File: src/rtl/reg_pkg.sv
// reg_pkg: shared definitions for the register file slice.
//   BYTE_W     - width of one byte lane
//   calc_aw    - address width for a given entry count, never below 1
//   merge_lane - one byte lane merged under its byte-enable bit; the entry
//                write path and the bypass path both build their words
//                lane by lane with it, so the two cannot disagree.
package reg_pkg;

  localparam int BYTE_W = 8;

  function automatic int calc_aw(input int depth);
    int aw;
    aw = $clog2(depth);
    return (aw < 1) ? 1 : aw;
  endfunction

  function automatic logic [BYTE_W-1:0] merge_lane(
    input logic [BYTE_W-1:0] old_byte,
    input logic [BYTE_W-1:0] new_byte,
    input logic              en
  );
    return en ? new_byte : old_byte;
  endfunction

endpackage

File: src/rtl/reg_file_entry.sv
// reg_file_entry: one WIDTH-bit storage word with byte-lane write enables
// and synchronous active-high reset (reset beats a simultaneous write).
// Ports:
//   clk   - clock, rising edge
//   rst   - synchronous reset, clears q
//   en    - write this entry at the next edge
//   wbe   - byte enables, bit i covers wdata[8i+7:8i]
//   wdata - write data
//   q     - stored value
module reg_file_entry
  import reg_pkg::*;
#(
  parameter int WIDTH = 8
) (
  input  logic                      clk,
  input  logic                      rst,
  input  logic                      en,
  input  logic [WIDTH/BYTE_W-1:0]   wbe,
  input  logic [WIDTH-1:0]          wdata,
  output logic [WIDTH-1:0]          q
);

  localparam int NB = WIDTH / BYTE_W;

  logic [WIDTH-1:0] merged;

  always_comb begin
    merged = q;
    for (int i = 0; i < NB; i++) begin
      merged[i*BYTE_W +: BYTE_W] = merge_lane(q[i*BYTE_W +: BYTE_W],
                                              wdata[i*BYTE_W +: BYTE_W],
                                              wbe[i]);
    end
  end

  always_ff @(posedge clk) begin
    if (rst) begin
      q <= '0;
    end else if (en) begin
      q <= merged;
    end
  end

endmodule

File: src/rtl/reg_file.sv
// reg_file: DEPTH x WIDTH register file, one write port, two combinational
// read ports, byte-granular write enables, optional hard-wired zero entry
// (ZERO_REG) and optional same-cycle write-to-read bypass (BYPASS).
// Ports:
//   clk, rst        - clock and synchronous active-high reset (clears all)
//   we, waddr,
//   wdata, wbe      - write port; wbe bit i covers wdata[8i+7:8i]
//   raddr0, rdata0  - read port 0, combinational
//   raddr1, rdata1  - read port 1, combinational
// Interface contract: there is no handshake. The block is always ready; a
// write is taken at every rising edge where we=1, and reads are valid in
// the same cycle their address is presented.
// Addresses >= DEPTH (only reachable when DEPTH is not a power of two)
// select no entry: writes are dropped and reads return 0.
module reg_file
  import reg_pkg::*;
#(
  parameter int WIDTH    = 8,
  parameter int DEPTH    = 8,
  parameter int ZERO_REG = 1,
  parameter int BYPASS   = 1,
  localparam int AW      = calc_aw(DEPTH),
  localparam int NB      = WIDTH / BYTE_W
) (
  input  logic             clk,
  input  logic             rst,
  input  logic             we,
  input  logic [AW-1:0]    waddr,
  input  logic [WIDTH-1:0] wdata,
  input  logic [NB-1:0]    wbe,
  input  logic [AW-1:0]    raddr0,
  output logic [WIDTH-1:0] rdata0,
  input  logic [AW-1:0]    raddr1,
  output logic [WIDTH-1:0] rdata1
);

  logic [WIDTH-1:0] store [DEPTH];
  logic [DEPTH-1:0] entry_en;

  // Write decode: entry 0 never enables when it is the zero register; an
  // out-of-range waddr matches no entry, so it is ignored naturally.
  for (genvar e = 0; e < DEPTH; e++) begin : g_entry
    assign entry_en[e] = we && (waddr == AW'(e)) && !((ZERO_REG != 0) && (e == 0));

    reg_file_entry #(
      .WIDTH (WIDTH)
    ) u_entry (
      .clk   (clk),
      .rst   (rst),
      .en    (entry_en[e]),
      .wbe   (wbe),
      .wdata (wdata),
      .q     (store[e])
    );
  end

  // Bypass candidate word: what entry waddr will hold after this edge.
  logic [WIDTH-1:0] wr_stored;
  logic             wr_in_range;
  logic [WIDTH-1:0] wr_merged;

  always_comb begin
    wr_stored   = '0;
    wr_in_range = 1'b0;
    for (int e = 0; e < DEPTH; e++) begin
      if (waddr == AW'(e)) begin
        wr_stored   = store[e];
        wr_in_range = 1'b1;
      end
    end
    wr_merged = wr_stored;
    for (int i = 0; i < NB; i++) begin
      wr_merged[i*BYTE_W +: BYTE_W] = merge_lane(wr_stored[i*BYTE_W +: BYTE_W],
                                                 wdata[i*BYTE_W +: BYTE_W],
                                                 wbe[i]);
    end
  end

  // Bypass is suppressed during reset so reads show stored contents only.
  logic bypass_live;
  assign bypass_live = (BYPASS != 0) && we && !rst && wr_in_range;

  logic [WIDTH-1:0] rd_stored0;
  logic [WIDTH-1:0] rd_stored1;

  always_comb begin
    rd_stored0 = '0;
    rd_stored1 = '0;
    for (int e = 0; e < DEPTH; e++) begin
      if (raddr0 == AW'(e)) rd_stored0 = store[e];
      if (raddr1 == AW'(e)) rd_stored1 = store[e];
    end
  end

  // Priority: zero register, then bypass, then stored value.
  always_comb begin
    rdata0 = rd_stored0;
    if (bypass_live && (raddr0 == waddr)) rdata0 = wr_merged;
    if ((ZERO_REG != 0) && (raddr0 == '0)) rdata0 = '0;
  end

  always_comb begin
    rdata1 = rd_stored1;
    if (bypass_live && (raddr1 == waddr)) rdata1 = wr_merged;
    if ((ZERO_REG != 0) && (raddr1 == '0)) rdata1 = '0;
  end

endmodule

File: config.mk
export PLATFORM = sky130hd
export DESIGN_NAME = reg_file
export DESIGN_NICKNAME = d
export VERILOG_FILES = /design/src/rtl/reg_pkg.sv /design/src/rtl/reg_file_entry.sv /design/src/rtl/reg_file.sv
export SDC_FILE = /design/constraint.sdc
export NUM_CORES = 1
export LEC_CHECK = 0
export CORE_MARGIN = 3
export CORE_UTILIZATION = 30
export DETAILED_ROUTE_END_ITERATION = 10
export PLACE_DENSITY_LB_ADDON = 0.08
export SYNTH_ARGS = -nofsm -noshare
export SYNTH_HDL_FRONTEND = slang
export SYNTH_SLANG_ARGS = --single-unit
File: constraint.sdc
create_clock -name clk -period 2.22 [get_ports clk]
set_clock_uncertainty 0.1 [all_clocks]
set_input_delay 0.333 -clock clk [delete_from_list [all_inputs] [get_ports clk]]
set_output_delay 0.333 -clock clk [all_outputs]
set_load 0.02 [all_outputs]
# == After elaboration in Yosys (flattened, before gate mapping) ==
# Index checks and enable logic that the tools add are counted.
# word_totals
reg_bits,56
inputBits,21
out_inout_bits,16
word_cells,86
# op_classes
reduce_logical,22
mux,34
eq_ne,23
# op_table
operator,n
$mux W8,26
$eq A3 B3 Y1 const B,12
$eq A3 B2 Y1 const B,6
$reduce_and A2 Y1,7
$logic_and A1 B1 Y1,11
$eq A3 B1 Y1 const B,3
$logic_not A3 Y1,3
$mux W1,8
$eq A3 B3 Y1,2
$logic_not A1 Y1,1

# == Longest topological paths before layout ==
# logic_depth
depth_word,13
mapped_depth,8
ltp_nobuf,5

# == Modules after synthesis ==
# Synthesis repeated with hierarchy kept, for this count alone.
# unflattened
cells_unflattened,623
area_unflattened_um2,5154.9
# by_module_without_submodules
module,cells_per_inst,area_per_inst_um2,instances,seq_area_each_um2
reg_file_entry,37,366.6,8,160.2
reg_file,327,2222.1,1,0.0

# == Least setup slack after synthesis ==
# OpenSTA, ideal clock, no wires.
# synth_timing
path_type,input-to-output
start,input port waddr[2]
end,output port rdata1[6]
stages,6
arrival_time_ps,1722
setup_slack_ps,65
required_ps,1787
path_cell_list,buf_4 nor2b_1 buf_2 a221oi_2 a211oi_1 a311oi_1
# synth_between
elab_chain_cells,13
# synth_lines
element,line,text
start: declaration,reg_file.sv:28,"input logic [AW-1:0] waddr,"
$logic_not A3 Y1,reg_file.sv:66,if (waddr == AW'(e)) begin
$mux W1 (8 in a row),reg_file.sv:66,
$logic_and A1 B1 Y1,reg_file.sv:81,assign bypass_live = (BYPASS != 0) && we && !rst && wr_in_range;
$logic_and A1 B1 Y1,reg_file.sv:104,if (bypass_live && (raddr1 == waddr)) rdata1 = wr_merged;
$mux W8 *,reg_file.sv:104,
$mux W8 *,reg_file.sv:105,if ((ZERO_REG != 0) && (raddr1 == '0)) rdata1 = '0;
end: declaration,reg_file.sv:34,output logic [WIDTH-1:0] rdata1
# Mark *: on every way between the ends. The rest lies on a longest branch, timed or not.

# == Worst setup path after layout ==
# layout_timing
start,input port waddr[1]
end,output port rdata1[6]
# The elaborated chain is that of the path after synthesis.

==> impl_metrics.tcl <==
set metrics [dict create \
    min_path_cells 5 \
    drt_pass1_iterations 6 \
    antenna_cells 0 \
    track_usage 0.213 \
    io_pins 37 \
    start_kind "input pin" \
    synthFlopType "dfxtp_1" \
    holdWs_ns 0.373 \
    clk_latency_ns 0.29 \
    rows 41 \
    total_power_mw 2.73 \
    synth_top_family_by_area "multiplexers" \
    synth_area_sq_um 3990 \
    synth_cell_types 52 \
    die_y_um 121 \
    drt-total-wl_um 15400 \
    reg2reg_from "g_entry[7].u_entry.q[6]$_SDFFE_PP0P_" \
    min_period_over_period 0.991 \
    slew_headroom 0.561 \
    fill_cells 1236 \
    crit_fanout 7 \
    coreArea_sq_um 12800 \
    min_to "g_entry[1].u_entry.q[0]$_SDFFE_PP0P_" \
    critPathKind "input pin to output port" \
    cts_hold_buf 0 \
    drive_gt1_frac 0.454 \
    status "finished clean" \
    routedWlPerCell_um 20.6 \
    ys.warnings.count 0 \
    clockBufferDepth 2 \
    ir_drop_mv 0.266 \
    multi_input_area_sq_um 3080 \
    cts-root-buf "clkbuf_16" \
    cts_num_sinks 56 \
    synthAdderAreaFrac 0 \
    synth-simple-area-share 0.182 \
    synth_edf_count 0 \
    portBuffers 36 \
    rsz0062_at_grt "yes" \
    setup_viol 0 \
    max_flop_register "g_entry.u_entry.q" \
    yosysTopAreaCell "dfxtp_1" \
    maxSlewViolCount 0 \
    syn_inst 448 \
    regToRegSetupSlack_ns 1.31 \
    crit_arrival_ns 1.77 \
    power.leakage_nw 2.45 \
    synth.top_cells.by_area "dfxtp_1 (28%), mux2i_1 (16%), nor2_1 (7.7%)" \
    grt_pass1_wl_um 24000 \
    drc_errors 0 \
    critPathCaptureType "output port" \
    rr_endpoint "g_entry[7].u_entry.q[6]$_SDFFE_PP0P_" \
    antenna_found_initial 0 \
    reg_top3 "g_entry.u_entry.q: 56 flops" \
    worstRegToRegCells 3 \
    layout.nets 597 \
    antenna_left 0 \
    yosysMostFrequentCell "nor2_1" \
    largest_register_ffs 56 \
    htree_levels 2 \
    cp.required_ns 1.79 \
    synthTopCellsByCount "nor2_1 (82), mux2i_1 (63), dfxtp_1 (56)" \
    synth_mux_area_frac 0.271 \
    fin_util 0.474 \
    hold_path_class "input pin to flip-flop" \
    viasPerCell 5.36 \
    hpwl_um 11100 \
    ys_ff_latch 56 \
    avgSynthCellArea_sq_um 8.90 \
    via_count 4016 \
    min_period_ns 2.20 \
    die_area_sq_um 14700 \
    cts_tree "done" \
    fmax_mhz 454 \
    postSynth.asyncResetShare 0 \
    cts_inserted_buffers 5 \
    seqCellArea_sq_um 1120 \
    drv_cap 0 \
    hold_viol_final 0 \
    globalplace.congestion 0.911 \
    grt_overflow 0 \
    die_x_um 121 \
    synth-xor-area-share 0.0132 \
    hp-start "wdata[0]" \
    grt_max_degree 57 \
    synth_compound_area_frac 0.189 \
    max_slew.worst_pin.slew_ns 0.658 \
    area_delta_synth_final_pct 52.4 \
    power-per-cell-area_nw_per_um2 448 \
    path_clk_slew_ns 0.07 \
    synth_top_area_share 0.281 \
    grt_pass1_vias 4071 \
    drt_iter0_markers 292 \
    start_util 0.311 \
    ys_seq_area_frac 0.281 \
    syn_nets 469 \
]
[per-stage QoR]
step / TNS (ns) / instance area [sq um] / setup WS (ns) / cells
2_1_floorplan: 0 / 3990 / 0.0648 / 448
3_3_place_gp: -13.83 / 5210 / -0.939 / 726
3_5_place_dp: -14.17 / 5210 / -0.959 / 726
4_1_cts: 0 / 5780 / 0.00412 / 748
5_1_grt: -0.169 / 6080 / -0.0709 / 749
6_report: 0 / 6080 / 0.0193 / 749
[timing repair]
| action | 4_1_cts | 5_1_grt |
|---|---|---|
| buffers inserted | 12 | 1 |
| gates resized for setup | 180 | 78 |
| cloned | 3 | 0 |
| pin swaps | 18 | 25 |
| setup endpoints to repair | 16 | 16 |
[layout make-up]
type	instances	share of cell area
multi-input cells	349	0.506
repair buffers	154	0.240
flip-flops and latches	56	0.185
well taps	172	0.0354
clock buffers	6	0.0212
inverters	10	0.00618
clock inverters	2	0.00576
[metal layers]
metal  routed length [um]  track usage  up-vias
met3                  976       0.0415       26
met1                 7170        0.291     1925
li1                     -            -     1913
met4                  323       0.0595        0
met2                 6970        0.340      152
met5                    0            0        -
[how the worst max path moves through the flow]
stage               startpoint   endpoint  slack [ns]  cells past startpoint
floorplan             waddr[2]  rdata1[6]        0.06                      6
global placement      waddr[1]  rdata1[6]       -0.94                      9
detailed placement    waddr[1]  rdata1[6]       -0.96                      9
CTS                   waddr[0]  rdata1[5]       0.004                      8
global route          waddr[2]  rdata1[6]       -0.07                      8
finish                waddr[1]  rdata1[6]        0.02                      9
[worst max-delay path: stages]
cell      delay [ns]
buf_8           0.11
buf_12          0.14
buf_6           0.12
nor2b_4         0.12
o22ai_4         0.08
a221oi_4        0.32
a211oi_2        0.12
a311oi_2        0.24
buf_4           0.19
[layout by cell type, fill, tap and decap left out, drive strengths merged, types with 2 or more instances in the layout]
master | synthesis | layout
a211o | 7 | 7
clkdlybuf4s50 | 0 | 6
nand4 | 2 | 2
a221o | 7 | 7
or3 | 2 | 2
o22ai | 10 | 10
o32ai | 7 | 7
o21ai | 16 | 16
nand3 | 5 | 5
clkdlybuf4s15 | 0 | 2
dlymetal6s2s | 0 | 2
mux4 | 8 | 8
nor2b | 4 | 4
o31ai | 2 | 2
inv | 9 | 9
nor2 | 95 | 95
clkbuf | 11 | 8
mux2i | 63 | 63
mux2 | 24 | 24
a221oi | 8 | 8
nand2 | 27 | 27
dfxtp | 56 | 56
a31oi | 8 | 8
clkinv | 1 | 2
buf | 22 | 141
o2bb2ai | 7 | 7
nand2b | 5 | 5
a222oi | 7 | 7
a21oi | 19 | 19
xnor2 | 6 | 6
nand3b | 2 | 2
[where the power goes]
part           switching (mW)  internal [mW]
Combinational           0.412          0.380
Clock                   0.370          0.532
Sequential             0.0151           1.02
Total                   0.796           1.93
[cell families after synthesis]
kind of cell | Yosys count
compound gates | 102
xor+xnor | 6
simple gates | 146
mux | 95
flops | 56
buf+inv | 43
Power figures use the tool's default switching activity.
